**config.mk**
```make
export PLATFORM = sky130hd
export DESIGN_NAME = uart_tx_driver_flat
export DESIGN_NICKNAME = d
export VERILOG_FILES = /design/src/rtl/uart_tx_driver_if.sv /design/src/rtl/uart_tx_driver.sv /design/src/flat_wrapper.sv
export SDC_FILE = /design/constraint.sdc
export NUM_CORES = 1
export LEC_CHECK = 0
export ABC_AREA = 1
export CORE_ASPECT_RATIO = 1.1
export CORE_MARGIN = 3
export CORE_UTILIZATION = 43
export CTS_BUF_LIST = sky130_fd_sc_hd__clkbuf_4
export DETAILED_ROUTE_END_ITERATION = 10
export PLACE_DENSITY = 0.63
export SLEW_MARGIN = 20
export SYNTH_ARGS = -nofsm -noshare
export SYNTH_HDL_FRONTEND = slang
export SYNTH_SLANG_ARGS = --single-unit
export TNS_END_PERCENT = 100
```
**constraint.sdc**
```tcl
create_clock -name clock_50_000_000 -period 5.7 [get_ports clock_50_000_000]
set_input_delay 1.14 -clock clock_50_000_000 [delete_from_list [all_inputs] [get_ports clock_50_000_000]]
set_output_delay 1.14 -clock clock_50_000_000 [all_outputs]
set_load 0.01 [all_outputs]
```
**src/rtl/uart_tx_driver_if.sv**
```systemverilog
// Byte handshake bundle between a byte producer and the UART transmitter.
// Latency: none, wires only.
// Backpressure: the producer holds data_out/data_out_valid until data_out_ready is seen high at a clock edge.
//
// Ports:
//   data_out        byte to transmit (producer -> transmitter)
//   data_out_valid  data_out holds a byte this cycle (producer -> transmitter)
//   data_out_ready  transmitter FIFO can take a byte (transmitter -> producer)
interface uart_tx_driver_if #(
  parameter int BYTE_WIDTH = 8
);
  logic [BYTE_WIDTH-1:0] data_out;
  logic                  data_out_valid;
  logic                  data_out_ready;

  modport master (
    output data_out,
    output data_out_valid,
    input  data_out_ready
  );

  modport slave (
    input  data_out,
    input  data_out_valid,
    output data_out_ready
  );
endinterface

```
**src/rtl/uart_tx_driver.sv**
```systemverilog
// UART transmitter: byte FIFO in front of a start/data/stop serialiser, idle-high line.
// Latency: a byte accepted at edge N is popped at N+1, and the line goes low after edge N+2.
// Backpressure: data_out_ready = FIFO not full; a full FIFO stalls the producer until a byte is popped.
//
// Ports:
//   clock_50_000_000  system clock, all logic on posedge
//   reset_l           async active-low reset; abandons any frame and empties the FIFO
//   byte_if           slave side of the byte handshake (data_out/_valid/_ready)
//   uart_tx           registered serial output, idle high
//   busy              a frame is in flight or bytes are still queued
module uart_tx_driver #(
  parameter int BAUD_RATE  = 31250,
  parameter int CLOCK_HZ   = 50_000_000,
  parameter int BYTE_WIDTH = 8,
  parameter bit MSB_FIRST  = 1'b1,
  parameter int FIFO_DEPTH = 4
) (
  input  logic              clock_50_000_000,
  input  logic              reset_l,
  uart_tx_driver_if.slave   byte_if,
  output logic              uart_tx,
  output logic              busy
);

  localparam int BIT_TICKS = CLOCK_HZ / BAUD_RATE;
  localparam int TICK_W    = (BIT_TICKS > 1) ? $clog2(BIT_TICKS) : 1;
  localparam int BIT_W     = (BYTE_WIDTH > 1) ? $clog2(BYTE_WIDTH) : 1;
  localparam int PTR_W     = (FIFO_DEPTH > 1) ? $clog2(FIFO_DEPTH) : 1;
  localparam int CNT_W     = PTR_W + 1;

  typedef enum logic [1:0] {
    S_IDLE  = 2'd0,
    S_START = 2'd1,
    S_DATA  = 2'd2,
    S_STOP  = 2'd3
  } state_t;

  // ---------------------------------------------------------------------------
  // Byte FIFO
  // ---------------------------------------------------------------------------
  logic [BYTE_WIDTH-1:0] r_mem [FIFO_DEPTH];
  logic [PTR_W-1:0]      r_wr_ptr;
  logic [PTR_W-1:0]      r_rd_ptr;
  logic [CNT_W-1:0]      r_count;
  logic                  w_full;
  logic                  w_empty;
  logic                  w_push;
  logic                  w_pop;

  assign w_full  = (r_count == CNT_W'(FIFO_DEPTH));
  assign w_empty = (r_count == '0);
  assign w_push  = byte_if.data_out_valid & ~w_full;
  assign byte_if.data_out_ready = ~w_full;

  // Storage needs no reset: the count gates every read.
  always_ff @(posedge clock_50_000_000) begin
    if (w_push) begin
      r_mem[r_wr_ptr] <= byte_if.data_out;
    end
  end

  always_ff @(posedge clock_50_000_000 or negedge reset_l) begin
    if (!reset_l) begin
      r_wr_ptr <= '0;
      r_rd_ptr <= '0;
      r_count  <= '0;
    end else begin
      if (w_push) r_wr_ptr <= r_wr_ptr + PTR_W'(1);
      if (w_pop)  r_rd_ptr <= r_rd_ptr + PTR_W'(1);
      case ({w_push, w_pop})
        2'b10:   r_count <= r_count + CNT_W'(1);
        2'b01:   r_count <= r_count - CNT_W'(1);
        default: r_count <= r_count;
      endcase
    end
  end

  // ---------------------------------------------------------------------------
  // Serialiser FSM
  // ---------------------------------------------------------------------------
  state_t                r_state;
  state_t                w_state_nxt;
  logic [TICK_W-1:0]     r_tick;
  logic [BIT_W-1:0]      r_bit_idx;
  logic [BYTE_WIDTH-1:0] r_shift;
  logic                  r_tx;
  logic                  w_tick_done;
  logic                  w_last_bit;
  logic                  w_data_bit;
  logic                  w_tx_nxt;
  logic                  w_busy;

  assign w_tick_done = (r_tick >= TICK_W'(BIT_TICKS - 1));
  assign w_last_bit  = (r_bit_idx == BIT_W'(BYTE_WIDTH - 1));
  assign w_data_bit  = MSB_FIRST ? r_shift[BYTE_WIDTH-1] : r_shift[0];

  // State register
  always_ff @(posedge clock_50_000_000 or negedge reset_l) begin
    if (!reset_l) begin
      r_state <= S_IDLE;
    end else begin
      r_state <= w_state_nxt;
    end
  end

  // Next-state logic
  always_comb begin
    w_state_nxt = r_state;
    case (r_state)
      S_IDLE:  if (!w_empty) w_state_nxt = S_START;
      S_START: if (w_tick_done) w_state_nxt = S_DATA;
      S_DATA:  if (w_tick_done && w_last_bit) w_state_nxt = S_STOP;
      S_STOP:  if (w_tick_done) w_state_nxt = w_empty ? S_IDLE : S_START;
      default: w_state_nxt = S_IDLE;
    endcase
  end

  // Output logic. The line value is registered one clock behind the state, so
  // every bit on uart_tx still lasts exactly BIT_TICKS clocks.
  always_comb begin
    w_pop    = 1'b0;
    w_tx_nxt = 1'b1;
    w_busy   = ~w_empty;
    case (r_state)
      S_IDLE: begin
        w_pop = ~w_empty;
      end
      S_START: begin
        w_tx_nxt = 1'b0;
        w_busy   = 1'b1;
      end
      S_DATA: begin
        w_tx_nxt = w_data_bit;
        w_busy   = 1'b1;
      end
      S_STOP: begin
        // Popping on the last stop tick chains frames with no idle gap.
        w_pop  = w_tick_done & ~w_empty;
        w_busy = 1'b1;
      end
      default: begin
        w_tx_nxt = 1'b1;
      end
    endcase
  end

  // Bit timing, bit index and shift register
  always_ff @(posedge clock_50_000_000 or negedge reset_l) begin
    if (!reset_l) begin
      r_tick    <= '0;
      r_bit_idx <= '0;
      r_shift   <= '0;
      r_tx      <= 1'b1;
    end else begin
      r_tx <= w_tx_nxt;

      if (r_state == S_IDLE || w_tick_done) begin
        r_tick <= '0;
      end else begin
        r_tick <= r_tick + TICK_W'(1);
      end

      if (r_state == S_DATA && w_tick_done) begin
        r_bit_idx <= w_last_bit ? '0 : r_bit_idx + BIT_W'(1);
      end

      if (w_pop) begin
        r_shift <= r_mem[r_rd_ptr];
      end else if (r_state == S_DATA && w_tick_done) begin
        r_shift <= MSB_FIRST ? {r_shift[BYTE_WIDTH-2:0], 1'b0}
                             : {1'b0, r_shift[BYTE_WIDTH-1:1]};
      end
    end
  end

  assign uart_tx = r_tx;
  assign busy    = w_busy;

endmodule
```
**src/flat_wrapper.sv**
```systemverilog
// flat-port wrapper written by rule: the top's interface ports become plain ports
module uart_tx_driver_flat 
#(
  parameter int BAUD_RATE  = 31250,
  parameter int CLOCK_HZ   = 50_000_000,
  parameter int BYTE_WIDTH = 8,
  parameter bit MSB_FIRST  = 1'b1,
  parameter int FIFO_DEPTH = 4
)
  (clock_50_000_000, reset_l, uart_tx, busy, byte_if_data_out, byte_if_data_out_valid, byte_if_data_out_ready);
  uart_tx_driver_if #(.BYTE_WIDTH(BYTE_WIDTH)) byte_if_i ();
  input  logic clock_50_000_000;
  input  logic reset_l;
  output logic uart_tx;
  output logic busy;
  input wire logic [$bits(byte_if_i.data_out)-1:0] byte_if_data_out;
  input wire logic [$bits(byte_if_i.data_out_valid)-1:0] byte_if_data_out_valid;
  output wire logic [$bits(byte_if_i.data_out_ready)-1:0] byte_if_data_out_ready;
  assign byte_if_i.data_out = byte_if_data_out;
  assign byte_if_i.data_out_valid = byte_if_data_out_valid;
  assign byte_if_data_out_ready = byte_if_i.data_out_ready;
  uart_tx_driver #(.BAUD_RATE(BAUD_RATE), .CLOCK_HZ(CLOCK_HZ), .BYTE_WIDTH(BYTE_WIDTH), .MSB_FIRST(MSB_FIRST), .FIFO_DEPTH(FIFO_DEPTH)) u_core (.clock_50_000_000(clock_50_000_000), .reset_l(reset_l), .byte_if(byte_if_i), .uart_tx(uart_tx), .busy(busy));
endmodule
```
==> results of run 1 <==
[worst register-to-register path: cells and delay by family, from the launching register on]
family          cells  cell delay [ns]
fa+ha+maj           3             0.93
buf+inv             3             0.52
flops               1             0.43
simple gates        1             0.26
compound gates      2             0.24
xor+xnor            1             0.13
[synthesized netlist by cell type, types with 3 or more instances]
| cell type | instances |
|---|---|
| a21oi_1 | 9 |
| dfrtp_1 | 31 |
| edfxtp_1 | 32 |
| ha_1 | 13 |
| inv_1 | 25 |
| inv_2 | 4 |
| nand2_1 | 66 |
| nand3_1 | 20 |
| nor2_1 | 31 |
| nor3_1 | 5 |
| o21ai_0 | 20 |
| o22a_1 | 7 |
| xnor2_1 | 3 |
[path summary, 6_finish.rpt]
path	from	to	slack, ns	depth (start not counted)
setup / recovery	u_core.r_state[0]$_DFFE_PN0P_	busy	2.83	4
hold / removal	u_core.r_tick[0]$_DFF_PN0_	u_core.r_tick[0]$_DFF_PN0_	0.47	1
setup reg to reg	u_core.r_state[0]$_DFFE_PN0P_	u_core.r_count[2]$_DFFE_PN0P_	3.09	10
hold reg to reg	u_core.r_tick[0]$_DFF_PN0_	u_core.r_tick[0]$_DFF_PN0_	0.47	1
max in group asynchronous	reset_l	u_core.uart_tx$_DFF_PN1_	4.23	2
min in group asynchronous	reset_l	u_core.r_bit_idx[1]$_DFFE_PN0P_	1.15	2
[metrics by stage]
step	setup slack, ns	total power [mW]	cell area, µm²	instances	utilization (%)
floorplan	3.33	0.679	3060	299	-
global placement	2.77	0.723	3250	388	48.1
detailed placement	2.76	0.726	3250	388	48.1
CTS	2.78	1.01	3380	404	50.1
global route	2.71	1.06	3380	404	50.1
finish	2.83	0.993	3380	404	50.1
[power by group]
part           switching, mW  internal, mW  leakage, nW
sequential            0.0305         0.554        0.685
clock                  0.150         0.129       0.0668
combinational         0.0773        0.0515        0.751
[kinds of logic (layout without fill, tap and decap cells)]
family          count (synthesis)  in the layout
simple gates                  139            139
flops                          64             64
compound gates                 41             41
buf+inv                        37             60
fa+ha+maj                      14             14
xor+xnor                        4              4
[routing by layer]
metal  part of all wire (%)  up-vias
met4                    1.1        0
met3                    2.8        4
met5                      0        -
met2                     49       21
li1                       -     1032
met1                     47      907
[state kept, by name, summed over array words and instances, names as in the netlist]
name,count
u_core.r_mem,32
u_core.r_tick,11
u_core.r_shift,8
u_core.r_bit_idx,3
u_core.r_count,3
u_core.r_rd_ptr,2
u_core.r_state,2
u_core.r_wr_ptr,2
u_core.uart_tx,1
[layout by cell type, fill, tap and decap left out, drive strengths merged]
cell and instances:
a21oi 9, a31oi 1, buf 1, bufinv 1
clkbuf 9, clkdlybuf4s50 13, clkinv 5, clkinvlp 2
dfrtp 31, dfstp 1, edfxtp 32, fa 1
ha 13, inv 29, nand2 71, nand3 22
nand3b 2, nor2 33, nor3 6, nor3b 3
o21ai 21, o21bai 2, o22a 7, o22ai 1
or2 1, or3 1, xnor2 3, xor2 1
[cell type report]
type,count,area (µm²)
Clock buffer,9,67.6
Timing Repair Buffer,14,138
Clock inverter,7,62.6
Fill cell,613,3370
Inverter,30,113
Sequential cell,64,1760
Tap cell,82,103
Multi-Input combinational cell,198,1130
==> impl_metrics.yaml, run 1 <==
outcome:
  run_status: "complete, no violations"
clocking:
  cts_tree: "yes"
  htree_levels: 3
  post_cts_buffers: 0
  cts_root_buf: "clkbuf_4"
  cts_hold_buf: 0
  cts_buffers: 9
  clock_latency_ns: 0.38
  cts.sinks: 64
  cts_resized: 0
  path_clk_slew_ns: 0.10
  clockBufferDepth: 2
synthesis:
  synthXorXnorAreaFrac_pct: 1.15
  synth_fa_ha_area_share_pct: 5.98
  async_flop_share_pct: 50.0
  ys.warnings.count: 0
  synth_compound_area_share_pct: 7.94
  synth-simple-area-share_pct: 22.0
  synth_top_area_share_pct: 31.4
  syn_nets: 324
  synth_largest_area_cell: "edfxtp_1"
  synth_top_family_by_area: "simple AND/OR/NAND/NOR gates"
  ys_ff_latch: 64
  synth.cell_area_mm2: 0.00306
  syn_avg_cell_area_um2: 10.2
  synth_ff_type: "edfxtp_1"
  synthMuxAreaShare_pct: 0
  synth_seq_area_share_pct: 57.7
  synth.distinct_cells: 38
  syn-instance-count: 299
  synth_edf_count: 32
  synth_area_leaders: "edfxtp_1, dfrtp_1, nand2_1, ha_1, nor2_1"
critical_path:
  cp-end-kind: "output port"
  cp_cell_sequence: "inv_1 -> ha_1 -> nand2_1 -> clkdlybuf4s50_1"
  slowest_delay_ns: 0.53
  crit_slowest_cell: "clkdlybuf4s50_1"
  required_ns: 4.56
  critical_path_arrival_ns: 1.73
  cp_max_fo: 5
  path_buf_inv: 2
  worstSetupPathType: "flop to output port"
  crit_family: "buffers and inverters"
  critPathLaunchType: "flop"
grt:
  first_global_vias: 1845
  grt_use_total_pct: 13.2
  grt_overflow: 0
  grtUsageMet3_pct: 3.14
  gr-max-usage-layer: "met2"
  grt_antenna_before_repair: 0
  use_met2_pct: 21.0
  grt_pass1_wl_um: 8340
  use_met1_pct: 16.7
  grt_start_max_net_pins: 33
place:
  io_buffers: 13
  place_hpwl_um: 3420
  gp_congestion: 0.777
drt:
  vias: 1964
  drt-vias-per-instance: 4.86
  wire_per_inst_um: 11.6
  drc: 0
  ant_nets: 0
  routed_wl_um: 4670
  drtIter0Drc: 86
  detail_route.first_pass.iterations: 4
die:
  die_area_mm2: 0.00816
  core_mm2: 0.00675
  num_rows: 31
  ioPinCount: 14
  fp.dieH_um: 94.4
  die_width_um: 86.4
  initial_core_util_pct: 45.3
layout:
  area.growth.synth_to_final_pct: 10.6
  layout.nets: 342
  drive_gt1_share_pct: 10.2
  diodes: 0
sta:
  final.setup.tns_ns: 0
  fmax_mhz: 348
  drv_slew: 0
  period_minus_slack_ns: 2.87
  finalCritPeriodShare_pct: 50.4
  fin_worst_skew_ns: 0.00970
  setup_violations: 0
  hold_ws_ns: 0.474
  worst_pin_slew_ns: 0.713
  slew-limit-headroom_pct: 52.3
  grt_setup_unrepaired: "false"
  final-hold-violation-count: 0
pwr:
  leakage_nw: 1.50
  vdd_drop_max_uv: 212
  p_per_area_mw_per_mm2: 294
run:
  drv_cap: 0
hold_path:
  hold_class: "flop to flop"
Note: power is estimated with default switching activity, not from simulation.
==> run 2: changes to the inputs <==
Clock period 5.7 ns to 2.9 ns, I/O delays scaled along.
==> impl_metrics.yaml, run 2 (synthesis results as in run 1) <==
sta:
  slew-limit-headroom_pct: 66.7
  period_minus_slack_ns: 2.54
  fin_worst_skew_ns: 0.0110
  finalCritPeriodShare_pct: 87.6
  hold_ws_ns: 0.474
  grt_setup_unrepaired: "false"
  drv_slew: 0
  final.setup.tns_ns: 0
  fmax_mhz: 394
  setup_violations: 0
  final-hold-violation-count: 0
  worst_pin_slew_ns: 0.499
layout:
  largest_registers: "u_core.r_mem (32), u_core.r_tick (11), u_core.r_shift (8)"
  final_cells: 409
  final_common_cell: "nand2_1"
  layout.nets: 347
  top_register: "u_core.r_mem"
  diodes: 0
  utilization_pct: 50.5
  drive_gt1_share_pct: 12.2
  largest_reg_flops: 32
  final_cell_mix: "nand2_1, edfxtp_1, nor2_1, dfrtp_1, inv_1"
  area.growth.synth_to_final_pct: 11.5
clocking:
  htree_levels: 3
  path_clk_slew_ns: 0.12
  cts.sinks: 64
  cts_buffers: 9
  cts_hold_buf: 0
  clockBufferDepth: 2
  clock_latency_ns: 0.40
  cts_root_buf: "clkbuf_4"
  cts_resized: 0
  post_cts_buffers: 0
  cts_tree: "yes"
die:
  die_area_mm2: 0.00816
  core_mm2: 0.00675
  die_width_um: 86.4
  num_rows: 31
  fp.dieH_um: 94.4
  ioPinCount: 14
  initial_core_util_pct: 45.3
critical_path:
  cp-end-kind: "flop"
  slowest_delay_ns: 0.43
  cp_max_fo: 19
  worstSetupPathType: "flop to flop"
  startpoint: "u_core.r_state[0]$_DFFE_PN0P_"
  critPathLaunchType: "flop"
  reg2regPathDepth: 10
  crit_slowest_cell: "dfrtp_1"
  rr_startpoint: "u_core.r_state[0]$_DFFE_PN0P_"
  regToRegSetupSlack_ns: 0.36
  cp_cell_sequence: "inv_1 -> ha_1 -> clkinv_1 -> nand2_8 -> inv_1 -> ha_1 -> fa_1 -> a21oi_1 -> o21ai_0 -> xnor2_1"
  worstReg2RegEnd: "u_core.r_count[2]$_DFFE_PN0P_"
  critical_path_arrival_ns: 2.83
  required_ns: 3.19
drt:
  drtIter0Drc: 102
  wl_met1_um: 2540
  top_layer_used: "met4"
  wire_per_inst_um: 13.1
  drt-vias-per-instance: 4.96
  routed_wl_um: 5360
  detail_route.first_pass.iterations: 4
  ant_nets: 0
  wl_met3_um: 157
  drc: 0
  dr_wl_met2_um: 2540
  vias: 2027
grt:
  first_global_vias: 2010
  grt_overflow: 0
  grt_antenna_before_repair: 0
  grt_pass1_wl_um: 9350
  grt_start_max_net_pins: 33
  grt_use_total_pct: 14.9
hold_path:
  min_path_cells: 1
  hold_class: "flop to flop"
  worstHoldEndpoint: "u_core.r_tick[0]$_DFF_PN0_"
  min-delay-start: "u_core.r_tick[0]$_DFF_PN0_"
pwr:
  finalPower_mw: 1.98
  leakage_nw: 1.53
  p_per_area_mw_per_mm2: 580
  vdd_drop_max_uv: 399
place:
  io_buffers: 13
  gp_congestion: 0.802
  place_inst: 393
  place_hpwl_um: 3770
run:
  drv_cap: 0
outcome:
  run_status: "complete, no violations"
## run 2: changes by cell type in the layout (fill, tap and decap cells not counted)
cell	before	now
clkinv_2	2	1
inv_6	0	3
clkinv_1	3	1
buf_4	1	6
clkinv_4	0	1
bufinv_16	1	0
## run 2: where the power goes
| group | internal (mW) | switching, mW | total [mW] |
|---|---|---|---|
| logic | 0.122 | 0.173 | 0.295 |
| registers | 1.09 | 0.0581 | 1.15 |
| clock network | 0.184 | 0.351 | 0.535 |
| total | 1.39 | 0.582 | 1.98 |
## run 2: worst max-delay path by stage
stage | slack (ns) | to | cells after the start
6_report | 0.36 | u_core.r_count[2]$_DFFE_PN0P_ | 10
5_1_grt | 0.20 | u_core.r_count[2]$_DFFE_PN0P_ | 16
4_1_cts | 0.34 | u_core.r_count[2]$_DFFE_PN0P_ | 16
3_5_place_dp | 0.34 | u_core.r_count[2]$_DFFE_PN0P_ | 10
3_3_place_gp | 0.46 | u_core.r_count[2]$_DFFE_PN0P_ | 16
2_1_floorplan | 0.60 | u_core.r_count[2]$_DFFE_PN0P_ | 16
## run 2: worst max-delay path, delay by kind of cell (launching register included)
kind                     cells  cell delay [ns]
XOR/XNOR                     1             0.13
adder cells (fa/ha/maj)      3             0.92
buffers and inverters        3             0.46
AND/OR/NAND/NOR              1             0.24
AO/OA/AOI/OAI                2             0.25
flip-flops                   1             0.43
## run 2: stage by stage
stage,worst slack (ns),area [µm²]
2_1_floorplan,0.603,3060
3_3_place_gp,0.463,3290
3_5_place_dp,0.341,3290
4_1_cts,0.336,3410
5_1_grt,0.195,3410
6_report,0.359,3410
## run 2: area by class of cell
type                       instances  area [µm²]
fill                             612        3340
sequential                        64        1760
multi-input combinational        198        1130
timing repair buffer              19         175
inverter                          30         113
tap                               82         103
clock buffer                       9        67.6
clock inverter                     7        55.1
## run 2: per-layer routing
layer  up-vias  track usage, %
li1       1039               -
met1       948            18.2
met2        31            24.5
met3         9            3.58
met4         0            7.66
met5         -               0
